<file path="config.mk">
export PLATFORM = sky130hd
export DESIGN_NAME = wb_arbiter_rr
export DESIGN_NICKNAME = d
export VERILOG_FILES = /design/src/rtl/wb_arb_pkg.sv /design/src/rtl/wb_rr_pick.sv /design/src/rtl/wb_arbiter_rr.sv
export SDC_FILE = /design/constraint.sdc
export NUM_CORES = 1
export LEC_CHECK = 0
export ABC_AREA = 0
export ABC_CLOCK_PERIOD_IN_PS = 1800
export CAP_MARGIN = 5
export CELL_PAD_IN_SITES_DETAIL_PLACEMENT = 0
export CELL_PAD_IN_SITES_GLOBAL_PLACEMENT = 2
export CORE_MARGIN = 3
export CORE_UTILIZATION = 29
export DETAILED_ROUTE_END_ITERATION = 10
export PLACE_DENSITY_LB_ADDON = 0.15
export SYNTH_ARGS = -nofsm -noshare
export SYNTH_HDL_FRONTEND = slang
export SYNTH_HIERARCHICAL = 1
export SYNTH_SLANG_ARGS = --single-unit
export TNS_END_PERCENT = 10
</file>
<file path="constraint.sdc">
create_clock -name clk -period 1.8 [get_ports clk]
set_input_delay 0.36 -clock clk [delete_from_list [all_inputs] [get_ports clk]]
set_output_delay 0.36 -clock clk [all_outputs]
set_load 0.03 [all_outputs]
</file>
<file path="src/rtl/wb_arb_pkg.sv">
// Shared types and helpers for the round-robin Wishbone bus arbiter.
package wb_arb_pkg;

  typedef enum logic [1:0] {
    StIdle,
    StGrant,
    StAbort
  } arb_state_e;

  // Width of a master index; a single master still needs one bit.
  function automatic int unsigned gnt_id_width(int unsigned num_masters);
    return (num_masters > 1) ? $clog2(num_masters) : 1;
  endfunction

endpackage

</file>
<file path="src/rtl/wb_rr_pick.sv">
// Combinational round-robin picker: first requester at or after the start pointer, wrapping.
module wb_rr_pick
  import wb_arb_pkg::*;
#(
  parameter int unsigned NUM_MASTERS = 2,
  localparam int unsigned IdW = gnt_id_width(NUM_MASTERS)
) (
  input  logic [NUM_MASTERS-1:0] req_i,
  input  logic [IdW-1:0]         start_i,
  output logic [IdW-1:0]         idx_o,
  output logic                   found_o
);

  int unsigned pos;

  always_comb begin
    idx_o   = '0;
    found_o = 1'b0;
    pos     = 0;
    for (int unsigned i = 0; i < NUM_MASTERS; i++) begin
      pos = (32'(start_i) + i) % NUM_MASTERS;
      if (!found_o && req_i[pos]) begin
        found_o = 1'b1;
        idx_o   = IdW'(pos);
      end
    end
  end

endmodule

</file>
<file path="src/rtl/wb_arbiter_rr.sv">
// Round-robin Wishbone bus arbiter with bus lock and a per-grant ack/err watchdog.
module wb_arbiter_rr
  import wb_arb_pkg::*;
#(
  parameter int unsigned NUM_MASTERS = 2,
  parameter int unsigned TIMEOUT     = 256,
  localparam int unsigned IdW = gnt_id_width(NUM_MASTERS)
) (
  input  logic                   clk,
  input  logic                   rst,
  input  logic [NUM_MASTERS-1:0] cyc_i,
  input  logic                   ack_i,
  input  logic                   err_i,
  output logic [NUM_MASTERS-1:0] gnt_o,
  output logic [IdW-1:0]         gnt_id_o,
  output logic                   gnt_valid_o,
  output logic                   abort_err_o,
  output logic                   timeout_o
);

  localparam int unsigned            CntW    = $clog2(TIMEOUT);
  localparam logic [CntW-1:0]        CntMax  = CntW'(TIMEOUT - 1);
  localparam logic [IdW-1:0]         LastRst = IdW'(NUM_MASTERS - 1);
  localparam logic [NUM_MASTERS-1:0] OneHot0 = NUM_MASTERS'(1);

  arb_state_e      state_q;
  logic [IdW-1:0]  last_q;
  logic [CntW-1:0] cnt_q;
  logic [IdW-1:0]  start_ptr;
  logic [IdW-1:0]  pick_idx;
  logic            pick_found;

  always_comb begin
    start_ptr = (last_q == LastRst) ? '0 : last_q + IdW'(1);
  end

  wb_rr_pick #(
    .NUM_MASTERS(NUM_MASTERS)
  ) u_pick (
    .req_i  (cyc_i),
    .start_i(start_ptr),
    .idx_o  (pick_idx),
    .found_o(pick_found)
  );

  always_ff @(posedge clk) begin
    if (rst) begin
      state_q     <= StIdle;
      last_q      <= LastRst;
      cnt_q       <= '0;
      gnt_o       <= '0;
      gnt_id_o    <= '0;
      gnt_valid_o <= 1'b0;
      abort_err_o <= 1'b0;
      timeout_o   <= 1'b0;
    end else begin
      abort_err_o <= 1'b0;
      unique case (state_q)
        StIdle: begin
          if (pick_found) begin
            state_q     <= StGrant;
            gnt_o       <= OneHot0 << pick_idx;
            gnt_id_o    <= pick_idx;
            gnt_valid_o <= 1'b1;
            last_q      <= pick_idx;
            cnt_q       <= '0;
          end
        end
        StGrant: begin
          // Release beats ack, and ack beats the timeout threshold.
          if (!cyc_i[gnt_id_o]) begin
            state_q     <= StIdle;
            gnt_o       <= '0;
            gnt_id_o    <= '0;
            gnt_valid_o <= 1'b0;
            cnt_q       <= '0;
          end else if (ack_i || err_i) begin
            cnt_q <= '0;
          end else if (cnt_q == CntMax) begin
            state_q     <= StAbort;
            abort_err_o <= 1'b1;
            timeout_o   <= 1'b1;
          end else begin
            cnt_q <= cnt_q + CntW'(1);
          end
        end
        StAbort: begin
          // Slave responses are ignored; wait only for the master to let go.
          if (!cyc_i[gnt_id_o]) begin
            state_q     <= StIdle;
            gnt_o       <= '0;
            gnt_id_o    <= '0;
            gnt_valid_o <= 1'b0;
            cnt_q       <= '0;
          end
        end
        default: state_q <= StIdle;
      endcase
    end
  end

endmodule

</file>
Yosys cells after proc, flatten, opt, wreduce, memory -nomap -nowiden:

Index checks and enable logic that the tools add are counted.

* flip-flop bits (word level): 17
* input bits: 6
* output and inout bits: 6
* logic and storage cells: 71

* add/sub/neg operators: 3
* order comparisons: 3
* eq/ne operators: 9
* shifts and indexed selects: 1
* muxes and demuxes: 31
* bitwise logic cells: 3
* reduce and logical (&&, ||, !) cells: 13

Operators by type and width (number)
* $mux W8: 5
* $pmux W8 S3: 1
* $mux W1: 15
* $mux W2: 6
* $reduce_and A4 Y1: 3
* $add A8 B1 Y8 const B: 1
* $eq A8 B8 Y1 const B: 1
* $lt A1 B2 Y1 const B: 3
* $ne A2 B2 Y1 const B: 3
* $ne A3 B3 Y1 const B: 2
* $pmux W2 S3: 1
* $ne A4 B4 Y1 const B: 1
* $pmux W1 S2: 2
* $pmux W2 S2: 1
* $reduce_or A4 Y1: 1
* $not A1 Y1: 3
* $reduce_and A3 Y1: 1
* $reduce_bool A3 Y1: 1
* $add A1 B1 Y1 const B: 2
* $eq A2 B1 Y1 const B: 1
* $eq A2 B2 Y1 const B: 1
* $logic_not A2 Y1: 1
* $reduce_and A2 Y1: 1
* $reduce_bool A2 Y1: 1
* other kinds (5): 5

Logic depth before layout (Yosys ltp):

Gate-level depths: netlist of run 1.

* depth in word-level cells: 11
* gate-level depth with buffers: 7
* gate-level depth less buffers: 6

Modules after synthesis:

Netlist of run 1, hierarchy kept.

By module, submodules not included
* wb_arbiter_rr: times used 1, cells an instance 100, area each 910.9 sq um, seq. area each 320.3 sq um
* wb_rr_pick: times used 1, cells an instance 3, area each 17.5 sq um, seq. area each 0.0 sq um

Worst setup path before layout of run 1:

Ideal clock, no wire load.

* path kind: register to register
* from: register gnt_o[1] (netlist name)
* to: register cnt_q[0]
* library setup time: 0.071 ns
* arrival: 1.911 ns
* required time: 1.729 ns
* setup slack: -0.181 ns
* cell stages (with the launch flop): 5
* buffers on the path: 0
* period minus slack after synthesis: 1.981 ns
* cell sequence: dfxtp_1 -> mux2_4 -> a211o_1 -> or4_1 -> a21oi_1

RTL lines
* end signal, assigned: RTL line wb_arbiter_rr.sv:84 `cnt_q <= cnt_q + CntW'(1);`
* end, declared: RTL line wb_arbiter_rr.sv:28 `logic [CntW-1:0] cnt_q;`

Final worst setup path of run 1:

* from: register state_q[0]
* to: register cnt_q[0]

* word-level cells in the longest chain between the ends: 3
* elaborated cells between the ends (all ways): 9
* classes of those cells: eq/ne (5); mux (1); reduce/logical (3)

Ends and longest elaborated chain
* start, declared: RTL line wb_arbiter_rr.sv:26 `arb_state_e state_q;`
* start signal, assigned: RTL line wb_arbiter_rr.sv:48 `state_q <= StIdle;`
* start signal, assigned: RTL line wb_arbiter_rr.sv:61 `state_q <= StGrant;`
* start signal, assigned: RTL line wb_arbiter_rr.sv:72 `state_q <= StIdle;`
* $eq A2 B1 Y1, or another cell as far along: RTL line wb_arbiter_rr.sv:58 `unique case (state_q)`
* $ne A4 B4 Y1 (no source line), or another cell as far along
* $reduce_and A4 Y1 (no source line)

Parallel ways exist; a longest one is shown, timed or not.
A chain may end at the register's enable or synchronous reset.

==> out/metrics.cfg, run 1 <==
[synth]
synth_area_um2=928
synth_top_area_share=0.345
synth_seq_cells=16
yosysWarnings=6
synth.largest_area_cell=dfxtp_1
synth-edff-count=0
async_reset_ff_frac=0
synth.top_cells.by_count=dfxtp_1, a21oi_1, ha_1
synth_cell_types=36
synth_ff_type=dfxtp_1
seq_area_frac_synth=0.345
yosys-top-cells-area=dfxtp_1, ha_1, a32o_1, a21oi_1, a211o_2
synth_cells=103
syn_area_per_cell_um2=9.01
yosysMostFrequentCell=dfxtp_1
synth_nets=116

[timing]
period_needed_ps=1780
slew_viol_final=0
setup_violations=0
rsz0062_at_grt=true
skew_ps=1.07
relSlewSlack=0.796
tns_ps=0
min_period_over_period=0.990
whs_ps=477
worst_pin_slew_ps=305
fmax_ghz=0.561
hold_violations=0

[cts]
clkTransAtPathRegs_ps=100
cts_buffer_depth=2
clkSinkCount=16
cts-htree-levels=1
cts-root-buf=clkbuf_4
ctsHoldBuffers=0
cts_buffers=3
clkLatencyLatePin_ps=290
cts_tree=done

[power]
total_power_uw=812
leakage_nw=0.512
p_per_area_nw_per_um2=634
sw_frac_of_total=0.281
p_switching_uw=229
seq_power_share=0.464
ir_worst_vdd_v=0.000362
clockPowerShare=0.304
intPower_uw=583
pwr-share-comb=0.231

[place]
io_buffers=11
gp_congestion=0.724
dp_hpwl_mm=1.72

[global_routing]
grt_pass1_wl_mm=3.71
antenna_found_initial=0
gr-total-overflow=0
grt_max_degree=16
grt_pass1_vias=822
grt_usage=0.118

[floorplanning]
num_rows=19
die_w_um=62.6
die_h_um=62.6
fp.coreArea_um2=2900
dieArea_um2=3920
start_util=0.320
ios=12

[worst_setup_path]
worst_setup_path_start_kind=flop
cp.arrival_ps=2010
endpoint_kind=flop
critPathMaxFanout=6
crit_required_ps=2030
criticalPathCategory=reg -> reg

[routing]
num_vias=908
drcViolationCount=0
drt_iter0_markers=32
avgViaCountPerCell=5.19
dr.pass1.iters=4
wl_mm=2.28
wl_per_cell_um=13.0
ant_nets=0

[min_path]
hp-class=reg -> reg

[outcome]
status=finished, final reports clean

[final_layout]
n_antenna_cell=0
drive_above_1_share=0.286
nets=147
final_util=0.441
area_growth_syn_to_layout_pct=37.9

[job]
maxCapViolCount=0

-- metal layers --
metal	track usage	vias to the layer above	wire length, um	share of wire
met5	0	-	0	0
met4	0.0331	0	18	0.0079
met3	0.0432	2	94	0.041
met2	0.165	16	915	0.40
met1	0.166	424	1250	0.55
li1	-	466	-	-
-- cells in the final DEF (no fill, tap or decap), drive strengths merged, types with 5 or more instances in the layout --
master / n
a211o: 5
a21oi: 7
a32o: 6
buf: 20
clkdlybuf4s50: 9
dfxtp: 16
ha: 7
inv: 5
nand3: 5
nor2: 6
nor3: 6
-- state kept, by name, summed over array words and instances (netlist names) --
register     count
timeout_o        1
cnt_q            8
last_q           1
gnt_o            2
gnt_valid_o      1
abort_err_o      1
state_q          2
-- critical path, cell delays in order, from the launching register on --
cell and delay (ps):
dfxtp_4 380, inv_2 60, ha_2 190, nor2b_1 150, a211o_4 300, or4_1 500
a21oi_1 140
-- kinds of logic (layout without fill, tap and decap cells) --
| group | after synthesis | in the layout | share of synthesized area |
|---|---|---|---|
| compound gates | 34 | 34 | 0.283 |
| simple gates | 34 | 34 | 0.206 |
| flops | 16 | 16 | 0.345 |
| buf+inv | 10 | 40 | 0.0445 |
| fa+ha+maj | 7 | 7 | 0.0943 |
| mux | 2 | 2 | 0.0269 |
-- power groups by stage --
stage | clock, mW | sequential [mW] | combinational, mW
5_1_grt | 0.268 | 0.379 | 0.203
6_report | 0.247 | 0.377 | 0.188
3_3_place_gp | 0 | 0.386 | 0.185
3_5_place_dp | 0 | 0.387 | 0.184
4_1_cts | 0.256 | 0.379 | 0.186
2_1_floorplan | 0 | 0.399 | 0.0995
-- area by class of cell --
class                   instances  area (um2)
multi-input cells              77         583
well taps                      42        52.6
clock buffers                   4        36.3
repair buffers                 31         258
inverters                       5        18.8
flip-flops and latches         16         332
fillers                       296        1620
-- path summary, 6_finish.rpt --
path / start / end / slack (ps) / depth (start not counted)
max: state_q[0]$_SDFFE_PP0P_ / cnt_q[0]$_SDFFE_PP0P_ / 20 / 6
min: gnt_valid_o$_SDFFE_PP0P_ / gnt_valid_o$_SDFFE_PP0P_ / 480 / 2
max reg2reg: state_q[0]$_SDFFE_PP0P_ / cnt_q[0]$_SDFFE_PP0P_ / 20 / 6
min reg2reg: gnt_valid_o$_SDFFE_PP0P_ / gnt_valid_o$_SDFFE_PP0P_ / 480 / 2
-- through the flow --
stage | instance area [um2] | std cells | worst slack (ps)
final | 1280 | 175 | 17.5
after global routing | 1280 | 175 | -49.3
after CTS | 1270 | 175 | 0.882
after detailed placement | 1230 | 171 | -408
after global placement | 1230 | 171 | -385
after floorplan | 938 | 103 | 2.35
-- what timing repair did --
item,in CTS,in global routing
buffers inserted,0,0
endpoints found under the setup margin,8,9
resized for setup,3,4
No activity file was read; power rests on OpenSTA's default activity.
==> run 2: changes to the inputs <==
==> constraint.sdc (replaced) <==
create_clock -name clk -period 1.8 [get_ports clk]
set_input_delay 0.27 -clock clk [delete_from_list [all_inputs] [get_ports clk]]
set_output_delay 0.27 -clock clk [all_outputs]
set_load 0.03 [all_outputs]
==> run 2 against run 1 <==
Count of clock-buffer cells in the layout did not move; fmax rose by 0.26%; flip-flop and latch count did not move; die area did not move; combinational power barely moved; first-iteration DRC count fell by 25%; largest cell class unchanged; largest power group unchanged; highest routed layer unchanged.
==> out/metrics.cfg, run 2 (same netlist as run 1, synthesis figures left out) <==
[timing]
min_period_over_period=0.988  ; was 0.990
slew_viol_final=0  ; unchanged
relSlewSlack=0.772  ; was 0.796
finalWorstSetupSlack_ps=22.2  ; was 17.5 ps
hold_violations=0  ; unchanged
worst_pin_slew_ps=337  ; was 305 ps
setup_violations=0  ; unchanged
period_needed_ps=1780  ; about the same
fmax_ghz=0.562  ; was 0.561 GHz
skew_ps=1.18  ; was 1.07 ps
tns_ps=0  ; unchanged
rsz0062_at_grt=true  ; unchanged

[cts]
cts_buffer_depth=2  ; unchanged
clkSinkCount=16  ; unchanged
cts_tree=done  ; unchanged
cts_buffers=3  ; unchanged
cts-htree-levels=1  ; unchanged
ctsHoldBuffers=0  ; unchanged
cts-root-buf=clkbuf_4  ; unchanged
clkLatencyLatePin_ps=290  ; about the same
clkTransAtPathRegs_ps=100  ; about the same

[final_layout]
largest_register=cnt_q  ; unchanged
nets=145  ; was 147
most-common-layout-cells=buf_4, dfxtp_1, clkdlybuf4s50_1  ; unchanged
drive_above_1_share=0.298  ; was 0.286
area_growth_syn_to_layout_pct=38.1  ; was 37.9%
top_regs=cnt_q: 8 flops, gnt_o: 2 flops, state_q: 2 flops  ; unchanged
multi_input_area_um2=597  ; was 583 um2
stdcell_area_um2=1280  ; about the same
fillers=311  ; was 296
seq_area_um2=332  ; unchanged
layout_commonest_cell=buf_4  ; unchanged
n_antenna_cell=0  ; unchanged
largest_reg_flops=8  ; unchanged

[job]
maxCapViolCount=0  ; unchanged

[floorplanning]
fp.coreArea_um2=2900  ; unchanged
die_w_um=62.6  ; unchanged
dieArea_um2=3920  ; unchanged
die_h_um=62.6  ; unchanged
start_util=0.320  ; unchanged
num_rows=19  ; unchanged
ios=12  ; unchanged

[worst_setup_path]
criticalPathCategory=reg -> reg  ; unchanged
worst_setup_path_start_kind=flop  ; unchanged
cp.arrival_ps=2010  ; about the same
crit_start=state_q[0]$_SDFFE_PP0P_  ; unchanged
crit_required_ps=2030  ; about the same
endpoint_kind=flop  ; unchanged
r2r_cells=6  ; unchanged
critPathMaxFanout=6  ; unchanged
r2r-start=state_q[0]$_SDFFE_PP0P_  ; unchanged

[global_routing]
top_usage_layer=met2  ; was met1
grt_util_met3=0.0378  ; was 0.0432
grt_use_met1=0.173  ; was 0.166
grt_pass1_wl_mm=3.89  ; was 3.71 mm
grt_pass1_vias=823  ; was 822
gr-total-overflow=0  ; unchanged
grt_max_degree=16  ; unchanged
grt_usage=0.121  ; was 0.118
antenna_found_initial=0  ; unchanged
grt.met2_usage=0.174  ; was 0.165

[routing]
dr.pass1.iters=4  ; unchanged
ant_nets=0  ; unchanged
drcViolationCount=0  ; unchanged
wl_mm=2.27  ; was 2.28 mm
num_vias=882  ; was 908
avgViaCountPerCell=5.10  ; was 5.19
wl_per_cell_um=13.1  ; was 13.0 um
drt_iter0_markers=24  ; was 32

[outcome]
status=finished, final reports clean  ; unchanged

[place]
dpl_cell_area_um2=1200  ; was 1230 um2
gp_congestion=0.739  ; was 0.724
io_buffers=11  ; unchanged
dp_hpwl_mm=1.65  ; was 1.72 mm
post-place-ws_ps=-324  ; was -408 ps

[min_path]
hold_path_depth=1  ; was 2
hp-class=reg -> reg  ; unchanged
min_from=timeout_o$_SDFFE_PP0P_  ; was gnt_valid_o$_SDFFE_PP0P_

[power]
leakage_nw=0.516  ; was 0.512 nW
p_per_area_nw_per_um2=634  ; about the same
ir_worst_vdd_v=0.000384  ; was 0.000362 V

==> run 2: cell count changes in the layout (fill, tap and decap cells not counted) <==
cell            delta
nor3_2             +1
dlygate4sd2_1      -1
buf_4              -2
nor3_1             -1
o311ai_0           +1
dlymetal6s2s_1     +1
o311ai_1           -1
or4_4              +1
or4_1              -1
nand3_1            -1
nand3_2            +1
==> run 2: power breakdown <==
group | leakage (nW) | internal [mW] | switching (mW)
registers | 0.132 | 0.367 | 0.0102
logic | 0.363 | 0.0918 | 0.0929
clock network | 0.0210 | 0.123 | 0.128
total | 0.516 | 0.582 | 0.231
==> run 2: layout make-up <==
class / count / area share
flip-flops and latches: 16 / 0.259
inverters: 5 / 0.0146
repair buffers: 29 / 0.192
well taps: 42 / 0.0410
multi-input cells: 77 / 0.465
clock buffers: 4 / 0.0283
==> run 2: timing repair <==
item / CTS / global route
pin swaps: 1 / 2
setup buffers: 0 / 1
resized for setup: 3 / 6
endpoints found under the setup margin: 1 / 9
==> run 2: critical path: stages (launching register included) <==
cell     delay [ps]
dfxtp_4         380
inv_2            50
ha_2            200
nor2b_1         150
a211o_4         300
or4_1           500
a21oi_1         130
==> run 2: metal layers <==
metal	vias up	routed length (um)
li1	457	-
met5	-	0
met2	24	979
met3	2	107
met4	0	23
met1	399	1160
==> run 2: through the flow <==
| stage | power (mW) | hold slack, ps | utilization | std cells |
|---|---|---|---|---|
| floorplan | 0.499 | 467 | - | 103 |
| global placement | 0.570 | 454 | 0.415 | 168 |
| detailed placement | 0.568 | 461 | 0.415 | 168 |
| CTS | 0.822 | 486 | 0.431 | 172 |
| global route | 0.859 | 530 | 0.442 | 173 |
| finish | 0.812 | 483 | 0.442 | 173 |
==> run 2: path summary, 6_finish.rpt <==
path / end / slack, ps
hold / removal: timeout_o$_SDFFE_PP0P_ / 480
hold reg to reg: timeout_o$_SDFFE_PP0P_ / 480
setup reg to reg: cnt_q[0]$_SDFFE_PP0P_ / 20
setup / recovery: cnt_q[0]$_SDFFE_PP0P_ / 20
==> run 3: changes to the inputs <==
--- a/config.mk
+++ b/config.mk
@@ -12,6 +12,7 @@
 export CELL_PAD_IN_SITES_GLOBAL_PLACEMENT = 2
 export CORE_MARGIN = 3
 export CORE_UTILIZATION = 29
+export CTS_CLUSTER_SIZE = 24
 export DETAILED_ROUTE_END_ITERATION = 10
 export PLACE_DENSITY_LB_ADDON = 0.15
 export SYNTH_ARGS = -nofsm -noshare
==> results of run 3 <==
Final layout, timing and power as in run 2 (identical DEF).
